<file path="config.mk">
export PLATFORM = sky130hd
export DESIGN_NAME = rot_arbiter
export DESIGN_NICKNAME = d
export VERILOG_FILES = /design/src/rtl/rot_pkg.sv /design/src/rtl/rot_core32.sv /design/src/rtl/rot_arbiter.sv
export SDC_FILE = /design/constraint.sdc
export NUM_CORES = 1
export LEC_CHECK = 0
export ABC_AREA = 1
export CORE_MARGIN = 2
export CORE_UTILIZATION = 28
export CTS_CLUSTER_DIAMETER = 80
export DETAILED_ROUTE_END_ITERATION = 10
export GPL_ROUTABILITY_DRIVEN = 0
export PLACE_DENSITY = 0.46
export SETUP_SLACK_MARGIN = 0.2
export SLEW_MARGIN = 20
export SYNTH_ARGS = -nofsm -noshare
export SYNTH_HDL_FRONTEND = slang
export SYNTH_HIERARCHICAL = 1
export SYNTH_SLANG_ARGS = --single-unit
</file>
<file path="constraint.sdc">
create_clock -name clk -period 3.41 [get_ports clk]
set_input_delay 0.341 -clock clk [delete_from_list [all_inputs] [get_ports clk]]
set_output_delay 0.341 -clock clk [all_outputs]
set_load 0.03 [all_outputs]
</file>
<file path="src/rtl/rot_pkg.sv">
// rot_pkg -- shared definitions for the rotate/shift arbiter.
//   OPW              : opcode width (3 bits)
//   op_e             : opcode constants ROL, ROR, SLL, SRL, SRA
//   state_e          : result-register occupancy (EMPTY / FULL)
package rot_pkg;

  localparam int OPW = 3;

  typedef enum logic [OPW-1:0] {
    OP_ROL = 3'd0,
    OP_ROR = 3'd1,
    OP_SLL = 3'd2,
    OP_SRL = 3'd3,
    OP_SRA = 3'd4
  } op_e;

  typedef enum logic {
    EMPTY = 1'b0,
    FULL  = 1'b1
  } state_e;

endpackage

</file>
<file path="src/rtl/rot_core32.sv">
// rot_core32 -- combinational 32-bit rotator.
//   a   : operand
//   amt : rotate amount (0..31)
//   dir : 0 = rotate left, 1 = rotate right
//   y   : rotated operand
module rot_core32 (
  input  logic [31:0] a,
  input  logic [4:0]  amt,
  input  logic        dir,
  output logic [31:0] y
);

  logic [63:0] dbl;
  logic [63:0] lsh;
  logic [63:0] rsh;

  // Shifting a doubled copy of the operand turns a rotate into a plain shift:
  // the bits falling off one end reappear from the other copy.
  always_comb begin
    dbl = {a, a};
    lsh = dbl << amt;
    rsh = dbl >> amt;
    y   = dir ? rsh[31:0] : lsh[63:32];
  end

endmodule

</file>
<file path="src/rtl/rot_arbiter.sv">
// rot_arbiter -- two requesters share one rotate/shift datapath and one
// result register, arbitrated round-robin.
//   clk, reset                    : clock, synchronous active-high reset
//   rN_valid / rN_ready           : requester N handshake (N = 0, 1)
//   rN_op, rN_A, rN_shr, rN_tag   : opcode, operand, amount, opaque tag
//   resp_valid / resp_ready       : result handshake
//   resp_OUT, resp_id, resp_tag   : result, source requester, echoed tag
//   fsm_state                     : result-register state (debug)
// Optional feature: define ROT_ARBITER_SRA_EN to add op 100 (SRA); without
// it op 100 is illegal and returns 0.
//
// Handshake: a transfer happens on a rising edge where valid and ready are
// both 1. rN_ready is combinational and never depends on a later cycle;
// resp_* hold stable while resp_valid = 1 and resp_ready = 0.
module rot_arbiter
  import rot_pkg::*;
#(
  parameter int TAGW = 4
) (
  input  logic            clk,
  input  logic            reset,
  input  logic            r0_valid,
  output logic            r0_ready,
  input  logic [OPW-1:0]  r0_op,
  input  logic [31:0]     r0_A,
  input  logic [4:0]      r0_shr,
  input  logic [TAGW-1:0] r0_tag,
  input  logic            r1_valid,
  output logic            r1_ready,
  input  logic [OPW-1:0]  r1_op,
  input  logic [31:0]     r1_A,
  input  logic [4:0]      r1_shr,
  input  logic [TAGW-1:0] r1_tag,
  output logic            resp_valid,
  input  logic            resp_ready,
  output logic [31:0]     resp_OUT,
  output logic            resp_id,
  output logic [TAGW-1:0] resp_tag,
  output state_e          fsm_state
);

  localparam logic [31:0] ONES = 32'hFFFF_FFFF;

  state_e          state_q;
  state_e          state_d;
  logic            ptr;
  logic            can_accept;
  logic            grant0;
  logic            grant1;
  logic            accept;
  logic [OPW-1:0]  sel_op;
  logic [31:0]     sel_a;
  logic [4:0]      sel_shr;
  logic [TAGW-1:0] sel_tag;
  logic            rot_dir;
  logic [31:0]     rot_y;
  logic [31:0]     result;

  // Arbitration: sole valid requester wins; on contention the pointer decides.
  always_comb begin
    can_accept = !reset && ((state_q == EMPTY) || resp_ready);
    grant0     = r0_valid && (!r1_valid || (ptr == 1'b0));
    grant1     = r1_valid && (!r0_valid || (ptr == 1'b1));
    r0_ready   = can_accept && grant0;
    r1_ready   = can_accept && grant1;
    accept     = r0_ready || r1_ready;
  end

  always_comb begin
    sel_op  = grant1 ? r1_op  : r0_op;
    sel_a   = grant1 ? r1_A   : r0_A;
    sel_shr = grant1 ? r1_shr : r0_shr;
    sel_tag = grant1 ? r1_tag : r0_tag;
  end

  // Right-going ops use the right rotate; logical/arith shifts then mask off
  // the bits that wrapped around.
  always_comb begin
    rot_dir = 1'b0;
    case (sel_op)
      OP_ROR, OP_SRL, OP_SRA: rot_dir = 1'b1;
      default:                rot_dir = 1'b0;
    endcase
  end

  rot_core32 u_core (
    .a   (sel_a),
    .amt (sel_shr),
    .dir (rot_dir),
    .y   (rot_y)
  );

  always_comb begin
    result = '0;
    case (sel_op)
      OP_ROL:  result = rot_y;
      OP_ROR:  result = rot_y;
      OP_SLL:  result = rot_y & (ONES << sel_shr);
      OP_SRL:  result = rot_y & (ONES >> sel_shr);
`ifdef ROT_ARBITER_SRA_EN
      // Same as SRL, then the cleared high bits are filled with the sign.
      OP_SRA:  result = (rot_y & (ONES >> sel_shr))
                      | (sel_a[31] ? ~(ONES >> sel_shr) : 32'h0);
`endif
      default: result = '0;
    endcase
  end

  // Result-register occupancy FSM.
  always_ff @(posedge clk) begin
    if (reset) state_q <= EMPTY;
    else       state_q <= state_d;
  end

  always_comb begin
    state_d = state_q;
    if (accept)                               state_d = FULL;
    else if ((state_q == FULL) && resp_ready) state_d = EMPTY;
  end

  always_ff @(posedge clk) begin
    if (reset) begin
      resp_OUT <= '0;
      resp_id  <= 1'b0;
      resp_tag <= '0;
      ptr      <= 1'b0;
    end else if (accept) begin
      resp_OUT <= result;
      resp_id  <= grant1;
      resp_tag <= sel_tag;
      ptr      <= ~grant1;
    end
  end

  assign resp_valid = (state_q == FULL);
  assign fsm_state  = state_q;

endmodule

</file>
After elaboration in Yosys (flattened, before gate mapping)
Cells that the tools add are included.
Word-level totals
  logic and storage cells: 44
  output and inout port bits: 41
  flip-flop bits (word level): 39
  input port bits: 93
Cells by class
  equality and inequality tests: 4
  bitwise gates (word level): 5
  mux-type cells: 9
  reductions and logical operators: 17
  shift operators: 4
Operators with widths (number)
  $pmux 32 s3: 1
  $and 32x32->32: 2
  $mux 32: 2
  $shl 64x5->64: 1
  $shr 64x5->32: 1
  $shl 32x5->32 const A: 1
  $shr 32x5->32 const A: 1
  $eq 3x2->1 const B: 2
  $logic_and 1x1->1: 6
  $mux 5: 1
  $logic_or 1x1->1: 4
  $mux 4: 1
  $eq 3x1->1 const B: 1
  $eq 3x3->1 const B: 1
  $logic_not 1->1: 3
  $logic_not 3->1: 1
  $mux 1: 3
  $mux 3: 1
  $not 1->1: 3
  $reduce_or 3->1: 1
  $reduce_bool 2->1: 1
  $reduce_or 2->1: 1

Logic depth before layout (Yosys ltp)
Gate-level depths: netlist of the first run.
  depth in word-level cells: 10
  depth in mapped cells: 19
  mapped depth without buffers: 17

By module
The synthesis of the first run kept the hierarchy.
By module, submodules not included
  rot_core32: seq. area each 0.0 um^2, instances 1, cells each 808, area an instance 3743.6 um^2
  rot_arbiter: seq. area each 780.7 um^2, instances 1, cells each 512, area an instance 2926.6 um^2

Worst setup path before layout of the first run
No wires, ideal clock.
  path type: input -> register
  start: input port r1_valid
  end: register resp_OUT[18]
  required time: 3.339 ns
  buffers on the path: 3
  arrival: 2.129 ns
  cell stages on the path: 19
  library setup time: 0.071 ns
  setup slack: 1.210 ns
  cells stage by stage: buf_6 -> nand2_4 -> nand2_4 -> buf_6 -> clkbuf_1 -> nand2_1 -> nand2_1 -> nand2_1 -> nand3_1 -> nand3_1 -> nand3_1 -> nand2_1 -> nand2_1 -> nand3_1 -> nand2_1 -> inv_1 -> nor2_1 -> nand3_1 -> a21oi_1
On the way
  elaborated cells on any way between the ends: 26
  classes of those cells: eq/ne: 4; shift: 4; mux: 6; bitwise: 2; reduce/logical: 10
RTL lines
  start: declaration: line rot_arbiter.sv:28  | input logic r1_valid,
  $logic_and 1x1->1 (*): line rot_arbiter.sv:63  | grant1 = r1_valid && (!r0_valid || (ptr == 1'b1));
  $mux 32 (*): line rot_arbiter.sv:71  | sel_a = grant1 ? r1_A : r0_A;
  named net sel_a[13]: line rot_arbiter.sv:52  | logic [31:0] sel_a;
  $shl 64x5->64 / $shr 64x5->32 (equally long branches): line rot_core32.sv:21, rot_core32.sv:22
  $mux 32 (*): line rot_core32.sv:23  | y = dir ? rsh[31:0] : lsh[63:32];
  named net rot_y[18]: line rot_arbiter.sv:56  | logic [31:0] rot_y;
  $and 32x32->32, on equally long branches: line rot_arbiter.sv:99, rot_arbiter.sv:98
  $pmux 32 s3 (*): line rot_arbiter.sv:95  | case (sel_op)
  end signal: assignment: line rot_arbiter.sv:128  | resp_OUT <= result;
  end: declaration: line rot_arbiter.sv:36  | output logic [31:0] resp_OUT,
Mark *: on every way through the listed nets, which the timed path passes. The rest lies on a longest branch.
A chain may end at the register's enable or synchronous reset.

Worst setup path after layout of the first run
  start: input port r1_valid
  end: register resp_OUT[11]
On the way
  elaborated cells on any way between the ends: 26
  classes of those cells: eq/ne: 4; shift: 4; mux: 6; bitwise: 2; reduce/logical: 10
RTL lines
  $logic_and 1x1->1 (*): line rot_arbiter.sv:63
  $mux 5 (*): line rot_arbiter.sv:72  | sel_shr = grant1 ? r1_shr : r0_shr;
  named net sel_shr[0]: line rot_arbiter.sv:53  | logic [4:0] sel_shr;
  $shl 64x5->64 / $shr 64x5->32 (equally long branches): line rot_core32.sv:21, rot_core32.sv:22
  $mux 32 (*): line rot_core32.sv:23
  named net rot_y[11]: line rot_arbiter.sv:56
  $and 32x32->32, on equally long branches: line rot_arbiter.sv:99, rot_arbiter.sv:98
  $pmux 32 s3 (*): line rot_arbiter.sv:95
Marked as above.

==> results of run 1 <==
[how the worst min path moves through the flow]
stage | cells after the start | slack (ps) | end | startpoint
2_1_floorplan | 2 | 500 | ptr | ptr
3_3_place_gp | 2 | 450 | resp_tag[2] | resp_tag[2]
3_5_place_dp | 2 | 460 | resp_tag[2] | resp_tag[2]
4_1_cts | 2 | 460 | resp_tag[2] | resp_tag[2]
5_1_grt | 2 | 490 | resp_OUT[24] | resp_OUT[24]
6_report | 2 | 460 | resp_tag[2] | resp_tag[2]
[tightest hold or removal path, stage by stage, from the launching register on]
cell and delay, ps:
dfxtp_1 310, nand2_1 60, a21oi_1 50
[final cells by class]
| type | count | area, um2 |
|---|---|---|
| Clock buffer | 5 | 125 |
| Clock inverter | 3 | 43.8 |
| Fill cell | 2676 | 14900 |
| Inverter | 62 | 235 |
| Multi-Input combinational cell | 1131 | 5200 |
| Sequential cell | 39 | 781 |
| Tap cell | 319 | 399 |
| Timing Repair Buffer | 162 | 1710 |
[cells by family after synthesis]
family	count (synthesis)	share of synthesized area (%)
AO/OA/AOI/OAI	52	4.26
AND/OR/NAND/NOR	1079	73.7
buffers and inverters	150	10.3
flip-flops	39	11.7
[per-layer routing]
layer  up-vias  GRT usage [%]
met3        43           1.77
met4         0           4.33
met5         -              0
li1       4544              -
met2       348           39.8
met1      4200           33.6
[per-stage QoR]
stage / instance area, um2 / setup WS, ps
after floorplan: 6670 / 1210
after global placement: 8330 / 234
after global routing: 8500 / 251
after CTS: 8500 / 524
after detailed placement: 8330 / 240
final: 8500 / 512
[placed cells by master, fill, tap and decap left out, types with 2 or more instances in the layout]
cell type / Yosys / routed
nand2_1: 489 / 488
nand3_2: 3 / 3
clkdlybuf4s50_1: 0 / 133
clkbuf_16: 0 / 5
inv_2: 9 / 9
nand2_4: 9 / 9
o21ai_2: 2 / 2
nand3_1: 492 / 492
nor2_4: 2 / 2
buf_4: 6 / 16
dfxtp_1: 39 / 39
a21oi_1: 38 / 38
a22oi_1: 2 / 2
buf_12: 0 / 13
inv_1: 52 / 52
o21ai_1: 5 / 5
nand2_2: 44 / 45
nor2_1: 35 / 35
[power by group]
part	total [W]	leakage [nW]	switching [W]	internal, W
Clock	0.000539	0.0838	0.000194	0.000345
Combinational	0.00225	3.63	0.00150	0.000757
Sequential	0.000512	0.317	0.0000225	0.000489
[registers in the layout, summed over array words and instances (netlist names)]
name and count:
resp_id 1, resp_tag 4, resp_OUT 32, fsm_state 1, ptr 1
==> out/results.ini, run 1 <==
[setup_path]
crit_top_cell = nand3_1
cp-startpoint = r1_valid
crit_slowest_cell = clkdlybuf4s50_1
worst-path-buf-inv = 5
slowest_delay_ps = 590
rrSetupSlack_ps = 780
crit_family = simple AND/OR/NAND/NOR gates
crit_end = resp_OUT[11]
setup.worst_path.class = in -> reg
cp_cell_sequence = clkdlybuf4s50_1 > nand2_4 > nand3_1 > nand2_1 > buf_12 > inv_4 > buf_12 > nand2_2 > nand3_1 > nand3_1 > nand3_1 > nand2_1 > nand2_1 > nand3_1 > nand2_1 > inv_1 > nor2_1 > nand3_1 > a21oi_1
cp_max_fo = 32
r2r-end = resp_OUT[11]
cp_num_cells = 19
setup.worst_path.end_class = register
reg2reg_depth = 18
r2r_start = ptr
start_kind = input pin
arrival_ps = 3110
required_ps = 3620

[global_routing]
grt_antenna_before_repair = 0
grt_max_degree = 73
grt_usage_pct = 23.7
grt_pass1_vias = 8557
grt_remaining_overflow = 0
grt_first_pass_wirelength_um = 46900

[place]
dp.cells = 1713
dp_hpwl_um = 23200
portBuffers = 133

[sta]
rsz0062_at_grt = false
slew_headroom_pct = 52.1
fin_crit_sh_pct = 85.0
fmax_ghz = 0.345
fin_crit_ps = 2900
fin_setup_tns_ps = 0
slew_viol_final = 0
hold-worst-slack_ps = 462
finClkSkew_ps = 3.57
setup_viol = 0
hold_violations = 0
worstMarginPinSlew_ps = 719

[die]
ios = 134
die_w_um = 158
die_y_um = 158
rows = 56
start_util_pct = 28.5
dieArea_mm2 = 0.0251
core-area_mm2 = 0.0234

[route]
vias = 9135
highest_layer = met4
wl_per_cell_um = 17.3
viasPerCell = 5.31
wl_met1_um = 13600
ant_nets = 0
wl_met2_um = 14100
met3_length_um = 1630
dr.pass1.iters = 7
drc_errors = 0
wl_um = 29800
drt_iter0_drc = 1094

[clock_network]
clk_pin_slew_ps = 60
clock_sinks = 39
htreeDepth = 2
clock_latency_ps = 280
cts_resized = 0
clockBufferDepth = 2
ctsRootBufferMaster = clkbuf_16
cts_setup_buffers = 0
postCtsHoldBufs = 0
cts_tree = built
cts_buffers = 5

[synthesis]
synthesis.nets = 1413
ys_seq_area_share_pct = 11.7
yosysWarnings = 6
ys_seq_elements = 39
synth_ff_type = dfxtp_1
synth_commonest_cells = nand3_1 (492), nand2_1 (489), inv_1 (52)
avgSynthCellArea_um2 = 5.05
post-synth-top-area-cell = nand3_1
synth_top_area_share_pct = 36.9
yosysMostFrequentCell = nand3_1
synthTopCellsByArea = nand3_1 (37%), nand2_1 (28%), dfxtp_1 (12%), nand2_2 (4.1%), inv_1 (2.9%)
synth-edff-count = 0
synthArstFlopShare_pct = 0
ys_types = 30
netlist_instances = 1320
synth_area_mm2 = 0.00667

[worst_hold_path]
hold_class = reg -> reg

[finish]
final_nets = 1494
final_core_util_pct = 36.3
n_antenna_cell = 0
drive_gt1_share_pct = 7.99
area.growth.synth_to_final_pct = 27.4
instances_no_fill = 1721

[flow_run]
cap_violations = 0

[power]
power_density_mw_per_mm2 = 389
power_leakage_nw = 4.03
vdd_drop_max_uv = 182
power_w = 0.00330

[run_status]
outcome = completed

Note: power is estimated with default switching activity, not from simulation.
==> inputs of run 2 (changes only) <==
--- a/config.mk
+++ b/config.mk
@@ -11,7 +11,7 @@
 export CTS_CLUSTER_DIAMETER = 80
 export DETAILED_ROUTE_END_ITERATION = 10
 export GPL_ROUTABILITY_DRIVEN = 0
-export PLACE_DENSITY = 0.46
+export PLACE_DENSITY = 0.47
 export SETUP_SLACK_MARGIN = 0.2
 export SLEW_MARGIN = 20
 export SYNTH_ARGS = -nofsm -noshare
==> constraint.sdc (replaced) <==
create_clock -name clk -period 2.5 [get_ports clk]
set_input_delay 0.25 -clock clk [delete_from_list [all_inputs] [get_ports clk]]
set_output_delay 0.25 -clock clk [all_outputs]
set_load 0.03 [all_outputs]
==> out/results.ini, run 2 (synthesis results as in run 1) <==
[finish]
final_core_util_pct = 52.1  ; +16 points
largestRegisters = resp_OUT (32), resp_tag (4)
top_register = resp_OUT
layout_common_cells = nand2_1 (390), nand3_2 (237), nand3_1 (225)
largest_register_ffs = 32  ; unchanged
final_nets = 1592  ; +6.6%
postLayoutCellArea_mm2 = 0.0122  ; +43%
n_antenna_cell = 0  ; unchanged
layout_commonest_cell = nand2_1
drive_gt1_share_pct = 40.9  ; +33 points
area.growth.synth_to_final_pct = 82.8
fillers = 2343  ; -12%

[sta]
fin_crit_sh_pct = 95.6
hold_violations = 0  ; unchanged
worstMarginPinSlew_ps = 499  ; -220 ps
fmax_ghz = 0.419
setup_ws_ps = 111  ; -401 ps
slew_headroom_pct = 66.7  ; +15 points
slew_viol_final = 0  ; unchanged
fin_crit_ps = 2390
finClkSkew_ps = 3.57  ; -0.00486 ps
setup_viol = 0  ; unchanged
rsz0062_at_grt = true

[setup_path]
cp_max_fo = 8  ; -75%
r2r-end = resp_OUT[13]
r2r_start = ptr
setup.worst_path.end_class = register
arrival_ps = 2600  ; -510 ps
rrSetupSlack_ps = 110  ; -670 ps
reg2reg_depth = 17  ; -1
setup.worst_path.class = reg -> reg
required_ps = 2710  ; -910 ps
start_kind = register

[flow_run]
cap_violations = 0  ; unchanged

[route]
drc_errors = 0  ; unchanged
drt_iter0_drc = 1314  ; +20%
wl_per_cell_um = 20.0  ; +16%
ant_nets = 0  ; unchanged
wl_um = 36400  ; +22%
viasPerCell = 5.73  ; +7.9%
vias = 10400  ; +14%
dr.pass1.iters = 8  ; +1

[clock_network]
htreeDepth = 2  ; unchanged
clockBufferDepth = 2  ; unchanged
postCtsHoldBufs = 0  ; unchanged
clock_sinks = 39  ; unchanged
cts_buffers = 5  ; unchanged
clock_latency_ps = 280  ; about the same
ctsRootBufferMaster = clkbuf_16
clk_pin_slew_ps = 60  ; about the same
cts_tree = built

[die]
die_y_um = 158  ; unchanged
ios = 134  ; unchanged
core-area_mm2 = 0.0234  ; unchanged
die_w_um = 158  ; unchanged
rows = 56  ; unchanged
start_util_pct = 28.5  ; unchanged
dieArea_mm2 = 0.0251  ; unchanged

[global_routing]
grt_remaining_overflow = 0  ; unchanged
grt_max_degree = 40  ; -45%
grt_first_pass_wirelength_um = 48200  ; +2.8%
grt_usage_pct = 24.6  ; +0.90 points
grt_antenna_before_repair = 0  ; unchanged
grt_pass1_vias = 8908  ; +4.1%

[place]
portBuffers = 133  ; unchanged
placement.setup.worst_slack_ps = -466  ; -705 ps
placed_area_mm2 = 0.00885  ; +6.2%
dp_hpwl_um = 23800  ; +2.3%

[worst_hold_path]
hold-path-cell-count = 2  ; unchanged
hold_start = resp_tag[2]
whs_endpoint = resp_tag[2]
hold_class = reg -> reg

[power]
vdd_drop_max_uv = 300  ; +65%
power_density_mw_per_mm2 = 490  ; +26%
power_leakage_nw = 5.56  ; +38%

[run_status]
outcome = completed

[run 2: cell count changes in the layout (fill, tap and decap cells not counted), moves of 13 or more]
cell / change
a21oi_1: -13
a21oi_2: +13
buf_4: +49
clkbuf_16: +21
nand2_1: -98
nand2_2: +53
nand2_4: +39
nand3_1: -267
nand3_2: +234
nand3_4: +33
nor2_1: -16
[run 2: area by class of cell]
cell class                 count  area [um2]  share of cell area, %
timing repair inverter         1        16.3                  0.133
timing repair buffer         258        3090                   25.4
clock buffer                   5         125                   1.03
tap                          319         399                   3.27
sequential                    39         785                   6.43
clock inverter                 3        43.8                  0.359
inverter                      62         284                   2.33
multi-input combinational   1132        7450                   61.1
[run 2: per-stage QoR]
| step | power [W] | setup TNS [ps] | instances | hold WS, ps |
|---|---|---|---|---|
| after global routing | 0.00633 | 0 | 1819 | 489 |
| after global placement | 0.00391 | -12290 | 1773 | 453 |
| after CTS | 0.00486 | 0 | 1789 | 463 |
| after detailed placement | 0.00391 | -11730 | 1773 | 454 |
| final | 0.00598 | 0 | 1819 | 461 |
| after floorplan | 0.00277 | 0 | 1320 | 415 |
[run 2: routing by layer]
metal  track usage [%]  routed length (um)
met2              40.8               16700
met4              6.56                1500
met5                 0                   0
met3              3.18                3290
met1              33.7               14900
[run 2: power by group]
| group | switching (W) | internal (W) |
|---|---|---|
| Sequential | 0.0000305 | 0.000668 |
| Combinational | 0.00282 | 0.00174 |
| Clock | 0.000252 | 0.000470 |
| Total | 0.00311 | 0.00287 |
[run 2: worst max-delay path by stage]
stage	from	slack [ps]	to
2_1_floorplan	ptr	380	resp_OUT[18]
4_1_cts	ptr	110	resp_OUT[30]
3_3_place_gp	r1_valid	-510	resp_OUT[30]
5_1_grt	ptr	10	resp_OUT[9]
3_5_place_dp	r1_valid	-470	resp_OUT[30]
6_report	ptr	110	resp_OUT[13]
[run 2: repair_timing]
action / CTS / global route
setup buffers: 2 / 2
endpoints found under the setup margin: 32 / 32
gates resized for setup: 99 / 436
pin swaps: 6 / 108
cloned: 6 / 28
[run 2: critical path, stage by stage, from the launching register on]
cell	delay, ps
dfxtp_4	360
inv_4	60
nand2_4	70
nand2_8	150
clkbuf_16	180
nand2_8	70
nand2_8	200
clkbuf_16	220
nand3_1	140
nand3_1	140
nand2_1	90
nand2_1	70
nand3_1	70
nand2_1	80
inv_1	70
nor2_4	120
nand3_2	90
a21oi_2	130
==> edit, RTL diff (config.mk and constraints of run 1) <==
Change the parameter `TAGW` from 4 to 8.
--- a/src/rtl/rot_arbiter.sv
+++ b/src/rtl/rot_arbiter.sv
@@ -15,7 +15,7 @@
 module rot_arbiter
   import rot_pkg::*;
 #(
-  parameter int TAGW = 4
+  parameter int TAGW = 8
 ) (
   input  logic            clk,
   input  logic            reset,
Interface: changed (resized r0_tag, r1_tag and resp_tag); port bits go from 134 to 146. The function was not compared with the original's and may differ.
==> edit against run 1 <==
Global-route usage decreased by 0.36 points. Power increased by 3.5%. Utilization increased by 0.20 points. Design area increased by 3.9%. Worst setup slack got worse by 0.043 ns. Sequential power increased by 9.2%. Sequential cell count increased by 4. Wire length increased by 4.2%. Synthesized area increased by 2.9%. Critical path type unchanged. Highest routed layer unchanged.
==> edit: results (changes against run 1) <==
status complete, no violations; Routed WL per cell 17.6 um (+1.7%); number of global-route vias before repair 8618 (+0.71%); port buffer count 145 (+9.0%); Critical Path AT 3.15 ns (+0.04 ns); final worst setup slack 0.469 ns (-0.0428 ns); Max transition margin 64.0% (+12 points); Layout Nets 1539 (+3.0%); R2R depth 16 (-2); GRT Overall Usage 23.4% (-0.36 points); first-iteration detailed-routing DRC count 1115 (+1.9%); htree depth 2 (unchanged); Largest regs resp_OUT: 32 flops, resp_tag: 8 flops; Largest stage delay, worst path 0.57 ns (-0.02 ns); RR Endpoint resp_OUT[26]; Vias 9435 (+3.3%); switch share 49.9% (-1.9 points); CP Launch Point r1_valid; Crit Path Max Fanout 35 (+9.4%); DP Wirelength 24.0 mm (+3.3%); post-CTS setup buffer count 0 (unchanged); top cells by count, synth 504 x nand2_1, 492 x nand3_1, 48 x inv_1, 44 x nand2_2, 43 x dfxtp_1; ys async rst share 0% (unchanged); layout cells sized above 1 7.71% (-0.27 points); DRT Pass-1 Iters 5 (-2); Filler Cells Inserted 2736 (+2.2%); pin count of the biggest net entering global routing 76 (+4.1%); clock-pin transition on the worst setup and hold timing paths 0.06 ns (about the same); first-pass GRT wire length 48.3 mm (+2.9%); peak supply drop 0.197 mV (+8.3%); pre-CTS setup slack 0.146 ns (-0.0937 ns); top cells by area, synth nand3_1 36%, nand2_1 28%, dfxtp_1 13%; Clock Skew 0.00731 ns (+0.00374 ns); Pleak 4.14 nW (+2.7%); Post-CTS Resized 0 (unchanged); Top delay family on crit path simple AND/OR/NAND/NOR gates; Seq/Total Area, Yosys 12.5% (+0.83 points); Main synth FF type dfxtp_1; Syn Nets 1447 (+2.4%)
==> edit: changes by cell type after synthesis, sizes merged, moves of 2 or more <==
cell	delta
nor2	+6
nand2	+17
a31oi	+4
o21ai	-3
nand3	-2
dfxtp	+4
a21oi	-3
nand3b	+3
inv	-3
==> edit: per-stage QoR <==
stage                     hold WS [ns]  area, um^2  utilization, %  std cells
after floorplan                  0.500        6870               -       1346
after global placement           0.453        8640            35.7       1755
after detailed placement         0.455        8640            35.7       1755
after CTS                        0.465        8830            36.5       1763
after global routing             0.480        8830            36.5       1763
final                            0.465        8830            36.5       1763
==> edit: final cells by class <==
cell class / count / area share (%)
Clock buffer: 6 / 1.46
Clock inverter: 2 / 0.680
Inverter: 60 / 2.58
Multi-Input combinational cell: 1154 / 60.1
Sequential cell: 43 / 9.75
Tap cell: 324 / 4.59
Timing Repair Buffer: 174 / 20.9
==> edit: worst min-delay path by stage <==
stage	slack, ns	to	from	cells after the start
global route	0.48	resp_OUT[23]	resp_OUT[23]	2
global placement	0.45	resp_tag[5]	resp_tag[5]	2
CTS	0.46	resp_OUT[10]	resp_OUT[10]	2
detailed placement	0.46	resp_OUT[10]	resp_OUT[10]	2
finish	0.47	resp_OUT[20]	resp_OUT[20]	2
floorplan	0.50	resp_tag[7]	r1_tag[7]	2
==> edit: routing by layer <==
layer | vias up | global-route usage, % | wire, um
met5 | - | 0 | 0
met4 | 0 | 6.18 | 865
met3 | 54 | 2.61 | 1770
met2 | 418 | 39.7 | 14800
met1 | 4319 | 31.5 | 13700
li1 | 4644 | - | -
==> edit: kinds of logic after synthesis <==
| kind of cell | count (synthesis) | share of synthesized area [%] |
|---|---|---|
| buffers and inverters | 149 | 10.2 |
| DFF | 43 | 12.5 |
| AOI/OAI and AO/OA | 51 | 3.99 |
| and+or+nand+nor | 1103 | 73.3 |
==> edit: tightest hold or removal path: stages, from the launching register on <==
cell	delay, ns
dfxtp_1	0.31
nand2_1	0.06
a21oi_1	0.05
==> edit: power groups by stage <==
| stage | logic, mW | clock network [mW] | registers [mW] |
|---|---|---|---|
| 3_3_place_gp | 2.21 | 0 | 0.570 |
| 3_5_place_dp | 2.19 | 0 | 0.570 |
| 4_1_cts | 2.20 | 0.633 | 0.559 |
| 6_report | 2.23 | 0.626 | 0.559 |
| 5_1_grt | 2.46 | 0.652 | 0.563 |
| 2_1_floorplan | 1.43 | 0 | 0.629 |
